### src/rtl/fetch_control_if.sv
// Fetch-unit signal bundle: hazard/branch inputs and PC/flush outputs.
// master = fetch_control side, slave = pipeline/memory side.
interface fetch_control_if;
    logic        stall;
    logic        hlt;
    logic        branch_taken;
    logic [15:0] branch_target;
    logic [15:0] instr_mem_data;
    logic [15:0] pc;
    logic        fetch_valid;
    logic        flush_ifid;
    logic        flush_idex;
    logic [15:0] redirect_count;

    modport master (
        input  stall, hlt, branch_taken, branch_target, instr_mem_data,
        output pc, fetch_valid, flush_ifid, flush_idex, redirect_count
    );

    modport slave (
        output stall, hlt, branch_taken, branch_target, instr_mem_data,
        input  pc, fetch_valid, flush_ifid, flush_idex, redirect_count
    );
endinterface

### src/rtl/fetch_control.sv
// PC register and fetch-redirect unit with branch shadow, stall and HLT handling.
// Optional feature macro: RESET_VECTOR_EN (boot PC loaded from the word at RESET_PC).
module fetch_control #(
    parameter logic [15:0] RESET_PC     = 16'h0000,
    parameter int unsigned SHADOW_DEPTH = 2
) (
    input logic             clk,
    input logic             rst,
    fetch_control_if.master bus
);

`ifdef RESET_VECTOR_EN
    typedef enum logic [1:0] {BOOT, RUN, HALT} state_t;
    localparam state_t RESET_STATE = BOOT;
`else
    typedef enum logic [1:0] {RUN, HALT} state_t;
    localparam state_t RESET_STATE = RUN;
`endif

    localparam logic [1:0] SHADOW_INIT = SHADOW_DEPTH[1:0];

    state_t      state;
    state_t      state_next;
    logic [15:0] pc_q;
    logic [15:0] redirect_count_q;
    logic [1:0]  shadow_cnt;
    logic        accept;

    always_ff @(posedge clk) begin
        if (rst) state <= RESET_STATE;
        else     state <= state_next;
    end

    always_comb begin
        state_next = state;
        case (state)
`ifdef RESET_VECTOR_EN
            BOOT:    state_next = RUN;
`endif
            RUN:     if (!accept && bus.hlt) state_next = HALT;
            default: state_next = state;
        endcase
    end

    always_comb begin
        accept          = (state == RUN) && bus.branch_taken && (shadow_cnt == 2'd0);
        bus.flush_ifid  = accept;
        bus.flush_idex  = accept;
        bus.fetch_valid = (state == RUN);
    end

    // A taken redirect outranks hlt/stall: those belong to squashed younger instructions.
    always_ff @(posedge clk) begin
        if (rst) begin
            pc_q             <= RESET_PC;
            redirect_count_q <= '0;
            shadow_cnt       <= '0;
        end else begin
            case (state)
`ifdef RESET_VECTOR_EN
                BOOT: pc_q <= bus.instr_mem_data;
`endif
                RUN: begin
                    if (accept) begin
                        pc_q             <= bus.branch_target;
                        shadow_cnt       <= SHADOW_INIT;
                        redirect_count_q <= redirect_count_q + 16'd1;
                    end else begin
                        if (shadow_cnt != 2'd0) shadow_cnt <= shadow_cnt - 2'd1;
                        if (!bus.hlt && !bus.stall) pc_q <= pc_q + 16'd1;
                    end
                end
                default: ;
            endcase
        end
    end

    assign bus.pc             = pc_q;
    assign bus.redirect_count = redirect_count_q;

endmodule

### src/flat_wrapper.sv
// flat-port wrapper written by rule: the top's interface ports become plain ports
module fetch_control_flat 
#(
    parameter logic [15:0] RESET_PC     = 16'h0000,
    parameter int unsigned SHADOW_DEPTH = 2
)
  (clk, rst, bus_stall, bus_hlt, bus_branch_taken, bus_branch_target, bus_instr_mem_data, bus_pc, bus_fetch_valid, bus_flush_ifid, bus_flush_idex, bus_redirect_count);
  fetch_control_if bus_i ();
  input logic clk;
  input logic rst;
  input wire logic [$bits(bus_i.stall)-1:0] bus_stall;
  input wire logic [$bits(bus_i.hlt)-1:0] bus_hlt;
  input wire logic [$bits(bus_i.branch_taken)-1:0] bus_branch_taken;
  input wire logic [$bits(bus_i.branch_target)-1:0] bus_branch_target;
  input wire logic [$bits(bus_i.instr_mem_data)-1:0] bus_instr_mem_data;
  output wire logic [$bits(bus_i.pc)-1:0] bus_pc;
  output wire logic [$bits(bus_i.fetch_valid)-1:0] bus_fetch_valid;
  output wire logic [$bits(bus_i.flush_ifid)-1:0] bus_flush_ifid;
  output wire logic [$bits(bus_i.flush_idex)-1:0] bus_flush_idex;
  output wire logic [$bits(bus_i.redirect_count)-1:0] bus_redirect_count;
  assign bus_i.stall = bus_stall;
  assign bus_i.hlt = bus_hlt;
  assign bus_i.branch_taken = bus_branch_taken;
  assign bus_i.branch_target = bus_branch_target;
  assign bus_i.instr_mem_data = bus_instr_mem_data;
  assign bus_pc = bus_i.pc;
  assign bus_fetch_valid = bus_i.fetch_valid;
  assign bus_flush_ifid = bus_i.flush_ifid;
  assign bus_flush_idex = bus_i.flush_idex;
  assign bus_redirect_count = bus_i.redirect_count;
  fetch_control #(.RESET_PC(RESET_PC), .SHADOW_DEPTH(SHADOW_DEPTH)) u_core (.clk(clk), .rst(rst), .bus(bus_i));
endmodule
### config.mk
export PLATFORM = sky130hd
export DESIGN_NAME = fetch_control_flat
export DESIGN_NICKNAME = d
export VERILOG_FILES = /design/src/rtl/fetch_control_if.sv /design/src/rtl/fetch_control.sv /design/src/flat_wrapper.sv
export SDC_FILE = /design/constraint.sdc
export NUM_CORES = 1
export LEC_CHECK = 0
export ABC_AREA = 1
export BUFFER_PORTS_ARGS = -buffer_cell sky130_fd_sc_hd__buf_2
export CAP_MARGIN = 25
export CORE_MARGIN = 2
export CORE_UTILIZATION = 53
export DETAILED_ROUTE_END_ITERATION = 10
export PLACE_DENSITY = 0.8
export SLEW_MARGIN = 40
export SYNTH_ARGS = -nofsm -noshare
export SYNTH_HDL_FRONTEND = slang
export SYNTH_SLANG_ARGS = --single-unit
export TNS_END_PERCENT = 20
### constraint.sdc
create_clock -name clk -period 2.2 [get_ports clk]
set_clock_uncertainty 0.2 [all_clocks]
set_input_delay 0.44 -clock clk [delete_from_list [all_inputs] [get_ports clk]]
set_output_delay 0.44 -clock clk [all_outputs]
set_load 0.005 [all_outputs]
==> impl_metrics.csv, run 1 <==
group,metric,value,unit
global_routing,use_met1,29.5,%
synthesis,yosys_warnings,0,
global_routing,met3_usage,3.60,%
final_layout,multiInputGateArea,1090,um2
place,dp_slack,0.459,ns
routing,vias_per_cell,5.05,
clock_tree,cts_tree,"built",
power,p_per_area,751,nW/um2
power,p_comb_share,24.2,%
setup_path,path_class,"flip-flop to output pin",
floorplanning,die_area,4300,um2
place,dpl_cell_area,2320,um2
clock_tree,ctsHoldBuffers,0,
timing,finalHoldViolCount,0,
setup_path,critPathMaxFanout,20,
routing,wire_per_inst,11.1,um
routing,firstDrtPassIters,4,
global_routing,grt_pass1_wl,8.34,mm
clock_tree,numCtsBuffers,5,
floorplanning,die_h,65.6,um
final_layout,drive_above_1_share,21.7,%
global_routing,antenna_found_initial,0,
clock_tree,post_cts_buffers,0,
min_path,min_path_cells,3,
clock_tree,clk_latency,0.29,ns
clock_tree,ctsResizeCount,0,
run_status,status,"finished clean",
run,cap_violations,0,
setup_path,cp_slowest_cell,"dfxtp_1",
place,place_congestion,0.790,
power,p_switching,583,uW
final_layout,antenna_cells,0,
place,hpwlAfterDp,3.40,mm
timing,relSlewSlack,71.2,%
global_routing,grt_max_degree,21,
timing,rsz0062_at_grt,"no",
final_layout,final_nets,412,
global_routing,grt_use_met2,43.8,%
timing,max_freq,492,MHz
global_routing,grt.overflow.total,0,
min_path,hp-class,"primary input to flip-flop",
setup_path,arrival,1.39,ns
timing,worst_hold_slack,0.223,ns
final_layout,n_fill_cell,354,
synthesis,synth.cell_area,2010,um2
synthesis,yosysUniqueCellTypes,28,
setup_path,crit_buf_inv,3,
power,p_int,1.25,mW
final_layout,syn_to_final_growth,21.5,%
power,power.total,1.83,mW
floorplanning,rows,22,
timing,fin_ws,0.166,ns
synthesis,ys_seq_area_share,34.9,%
clock_tree,clk_pin_slew,0.07,ns
setup_path,r2r_cells,9,
clock_tree,htreeDepth,2,
timing,period_share,92.5,%
floorplanning,initial_core_util,54.9,%
synthesis,synth.top_cell.area_share,34.9,%
global_routing,busiest_layer,"met2",
global_routing,grtUsageTotal,24.7,%
synthesis,synth_area_leaders,"dfxtp_1, nand2_1, inv_1",
setup_path,critPathLaunchType,"flip-flop",
floorplanning,pin_count,72,
routing,num_vias,2124,
timing,setup_tns,0,ns
synthesis,ys_seq_elements,35,
routing,ant_nets,0,
floorplanning,die_x,65.6,um
clock_tree,numClockSinks,35,
setup_path,crit_family,"buffers and inverters",
floorplanning,core,3660,um2
clock_tree,cts_root_buffer,"clkbuf_8",
timing,tightest_slew,0.431,ns
routing,drt_iter0_markers,89,
synthesis,netlist_instances,315,
setup_path,critPathRequiredTime,1.56,ns
place,numPortBuffers,55,
synthesis,netlist.top_cell.by_area,"dfxtp_1",
final_layout,design_area,2440,um2
routing,drc,0,
power,seq_power_share,42.9,%
timing,maxSlewViolCount,0,
power,p_leak,1.15,nW
final_layout,seq_area,701,um2
timing,setup_viol,0,
synthesis,postSynthAreaPerCell,6.38,um2
synthesis,syn_nets,355,
clock_tree,clockBufferDepth,2,
power,ir_drop,545,uV
global_routing,grt_pass1_vias,2065,
setup_path,path_cells,"inv_1, ha_1, nand3_4, inv_6, buf_2",
routing,totalWireLength,4.66,mm
setup_path,end_kind,"output pin",
timing,min_period,2.03,ns
setup_path,crit_path_max_incr_delay,0.32,ns
power,p_clk_share,32.8,%
power,switching_share,31.8,%
setup_path,cp.depth,5,
[sequential cells by signal, indices dropped and copies added, names as in the netlist]
name and cells:
u_core.shadow_cnt 2, u_core.bus.pc 16, u_core.state 1, u_core.bus.redirect_count 16
[placed cells by master, fill, tap and decap left out, types with 3 or more instances in the layout]
cell / instances
nand4_1: 4
o21ai_1: 4
nand3_1: 22
ha_1: 3
dfxtp_1: 35
nor3_1: 5
xor2_1: 4
a31oi_1: 3
clkbuf_8: 6
nor2_4: 4
inv_1: 44
nand2_1: 85
nor2_1: 41
o21ai_0: 18
buf_2: 55
a21oi_1: 20
[cell families after synthesis]
family / count (synthesis) / share of synthesized area [%]
buffers and inverters: 54 / 10.8
DFF: 35 / 34.9
adders and majority gates: 3 / 1.87
AOI/OAI and AO/OA: 47 / 12.1
xor gates and xnor gates: 4 / 1.74
and+or+nand+nor: 172 / 38.5
[layout make-up]
| class | instances | area share (%) |
|---|---|---|
| Multi-Input combinational cell | 226 | 44.7 |
| Sequential cell | 35 | 28.7 |
| Timing Repair Buffer | 57 | 11.9 |
| Inverter | 47 | 7.44 |
| Clock buffer | 6 | 3.38 |
| Tap cell | 48 | 2.46 |
| Clock inverter | 2 | 1.44 |
[worst reg2reg max path, cell delays in order, from the launching register on]
cell     delay, ns
dfxtp_1       0.32
inv_1         0.06
ha_1          0.20
nand3_4       0.17
inv_6         0.21
nand2_2       0.11
nor2_4        0.13
nand2_1       0.08
o21ai_1       0.12
a21oi_1       0.05
[worst paths after layout]
| path | from | end | slack [ns] |
|---|---|---|---|
| max | u_core.shadow_cnt[0] | bus_flush_ifid | 0.17 |
| min | bus_branch_target[1] | u_core.bus.pc[1] | 0.22 |
| max reg2reg | u_core.shadow_cnt[0] | u_core.bus.redirect_count[7] | 0.45 |
| min reg2reg | u_core.shadow_cnt[0] | u_core.shadow_cnt[0] | 0.27 |
[power by group through the flow]
stage	clock [mW]	combinational (mW)	sequential [mW]
floorplan	0	0.308	0.791
global placement	0	0.437	0.798
detailed placement	0	0.446	0.800
CTS	0.612	0.449	0.787
global route	0.638	0.519	0.801
finish	0.602	0.444	0.787
[metrics by stage]
stage          utilization [%]  cells
3_3_place_gp              63.4    413
6_report                  66.6    421
2_1_floorplan                -    315
5_1_grt                   66.6    421
3_5_place_dp              63.4    413
4_1_cts                   66.6    421
[synth_stat cells]
| library cell | instances |
|---|---|
| nor3_1 | 5 |
| inv_6 | 1 |
| xor2_1 | 4 |
| nand3_1 | 22 |
| nand3_4 | 1 |
| a211oi_1 | 2 |
| nand2_1 | 85 |
| or2_2 | 1 |
| nand3_2 | 1 |
| buf_4 | 2 |
| o21ai_1 | 4 |
| clkbuf_1 | 3 |
| nand2_2 | 2 |
| inv_2 | 2 |
| ha_1 | 3 |
| nor3_2 | 1 |
| nand3b_1 | 2 |
| o21ai_0 | 18 |
| dfxtp_1 | 35 |
| nor2_1 | 41 |
| buf_2 | 2 |
| a21oi_1 | 20 |
| a31oi_1 | 3 |
| nand4_1 | 4 |
| nor2_4 | 4 |
| inv_1 | 44 |
| nand2_4 | 1 |
| nor2_2 | 2 |
[routing by layer]
metal  part of all wire (%)  wire length, um
met1                     47             2190
met2                     47             2210
met3                    3.5              164
met4                    2.0               91
met5                      0                0
Power figures use the tool's default switching activity.
==> run 2, diff against run 1 <==
Settings changed: CORE_MARGIN 2 to unset.
==> impl_metrics.csv, run 2 (same netlist as run 1, synthesis figures left out) <==
group,metric,value,unit
run_status,status,"finished clean",
routing,totalWireLength,4.65,mm
global_routing,grtUsageTotal,25.3,%
setup_path,critPathMaxFanout,20,
routing,vias_per_cell,5.03,
run,cap_violations,0,
clock_tree,numClockSinks,35,
floorplanning,core,3470,um2
clock_tree,ctsResizeCount,0,
final_layout,antenna_cells,0,
setup_path,crit_buf_inv,3,
global_routing,grt.overflow.total,0,
setup_path,cp_slowest_cell,"dfxtp_1",
clock_tree,cts_root_buffer,"clkbuf_8",
power,seq_power_share,42.7,%
power,power.total,1.84,mW
final_layout,final_cell_mix,"nand2_1, buf_2, inv_1, nor2_1, dfxtp_1",
routing,drc,0,
setup_path,end_kind,"output pin",
clock_tree,clockBufferDepth,2,
clock_tree,clk_pin_slew,0.08,ns
power,ir_drop,667,uV
power,p_leak,1.15,nW
power,p_per_area,756,nW/um2
timing,worst_hold_slack,0.217,ns
timing,rsz0062_at_grt,"no",
clock_tree,ctsHoldBuffers,0,
setup_path,arrival,1.44,ns
power,switching_share,32.1,%
setup_path,crit_family,"buffers and inverters",
final_layout,syn_to_final_growth,21.4,%
floorplanning,initial_core_util,57.9,%
final_layout,n_fill_cell,327,
clock_tree,cts_tree,"built",
timing,setup_viol,0,
routing,firstDrtPassIters,4,
floorplanning,die_area,4040,um2
setup_path,critPathLaunchType,"flip-flop",
routing,ant_nets,0,
timing,relSlewSlack,70.4,%
timing,period_share,94.5,%
place,place_congestion,0.864,
global_routing,antenna_found_initial,0,
clock_tree,numCtsBuffers,5,
final_layout,final_nets,412,
clock_tree,htreeDepth,2,
setup_path,crit_path_max_incr_delay,0.33,ns
setup_path,path_cells,"inv_1, ha_1, nand3_4, inv_6, buf_2",
timing,fin_ws,0.121,ns
timing,max_freq,481,MHz
routing,drt_iter0_markers,124,
timing,maxSlewViolCount,0,
place,dp_slack,0.320,ns
global_routing,grt_pass1_wl,8.12,mm
clock_tree,clk_latency,0.29,ns
min_path,hp-class,"primary input to flip-flop",
power,p_comb_share,24.3,%
timing,setup_tns,0,ns
place,hpwlAfterDp,3.40,mm
power,p_clk_share,33.0,%
routing,wire_per_inst,11.1,um
power,p_switching,592,uW
floorplanning,die_x,63.6,um
clock_tree,post_cts_buffers,0,
final_layout,drive_above_1_share,21.7,%
floorplanning,pin_count,72,
floorplanning,rows,21,
power,p_int,1.25,mW
timing,tightest_slew,0.444,ns
setup_path,path_class,"flip-flop to output pin",
floorplanning,die_h,63.6,um
place,numPortBuffers,55,
routing,num_vias,2106,
global_routing,grt_pass1_vias,1853,
global_routing,grt_max_degree,21,
final_layout,layout_commonest_cell,"nand2_1",
timing,min_period,2.08,ns
final_layout,finalCoreUtilization,70.3,%
timing,finalHoldViolCount,0,
setup_path,critPathRequiredTime,1.56,ns
-- run 2: cell counts in the layout (fill, tap and decap cells not counted) --
No cell type changed its count.
-- run 2: cell type report --
type	count	area [um2]	share of cell area, %
clock buffers	6	82.6	3.39
clock inverters	2	35.0	1.44
inverters	47	181	7.44
multi-input cells	226	1090	44.7
flip-flops and latches	35	701	28.7
well taps	46	57.6	2.36
repair buffers	57	290	11.9
-- run 2: metrics by stage --
| stage | std cells | instance area, um2 |
|---|---|---|
| 6_report | 419 | 2440 |
| 2_1_floorplan | 315 | 2010 |
| 4_1_cts | 419 | 2440 |
| 3_3_place_gp | 411 | 2320 |
| 5_1_grt | 419 | 2440 |
| 3_5_place_dp | 411 | 2320 |
-- run 2: tightest hold or removal path: cells and delay by family --
kind,cells,cell delay [ns]
AO/OA/AOI/OAI,1,0.07
buffers and inverters,1,0.09
AND/OR/NAND/NOR,1,0.05
-- run 2: power by group through the flow --
| stage | logic, mW | registers (mW) | clock network (mW) |
|---|---|---|---|
| final | 0.448 | 0.787 | 0.608 |
| after global routing | 0.511 | 0.800 | 0.644 |
| after CTS | 0.454 | 0.787 | 0.613 |
| after detailed placement | 0.451 | 0.800 | 0 |
| after global placement | 0.439 | 0.798 | 0 |
| after floorplan | 0.308 | 0.791 | 0 |
-- run 2: final timing paths --
path	start	endpoint	slack, ns	depth (start not counted)
setup reg to reg	u_core.shadow_cnt[0]	u_core.bus.pc[9]	0.29	8
hold reg to reg	u_core.bus.redirect_count[8]	u_core.bus.redirect_count[8]	0.27	2
setup / recovery	u_core.shadow_cnt[0]	bus_flush_idex	0.12	5
hold / removal	bus_branch_target[7]	u_core.bus.pc[7]	0.22	3
-- run 2: routing by layer --
layer  GRT usage [%]  wire, um
met1            34.7      2280
met2            39.0      2070
met3            4.53       221
met4            9.66        72
met5               0         0
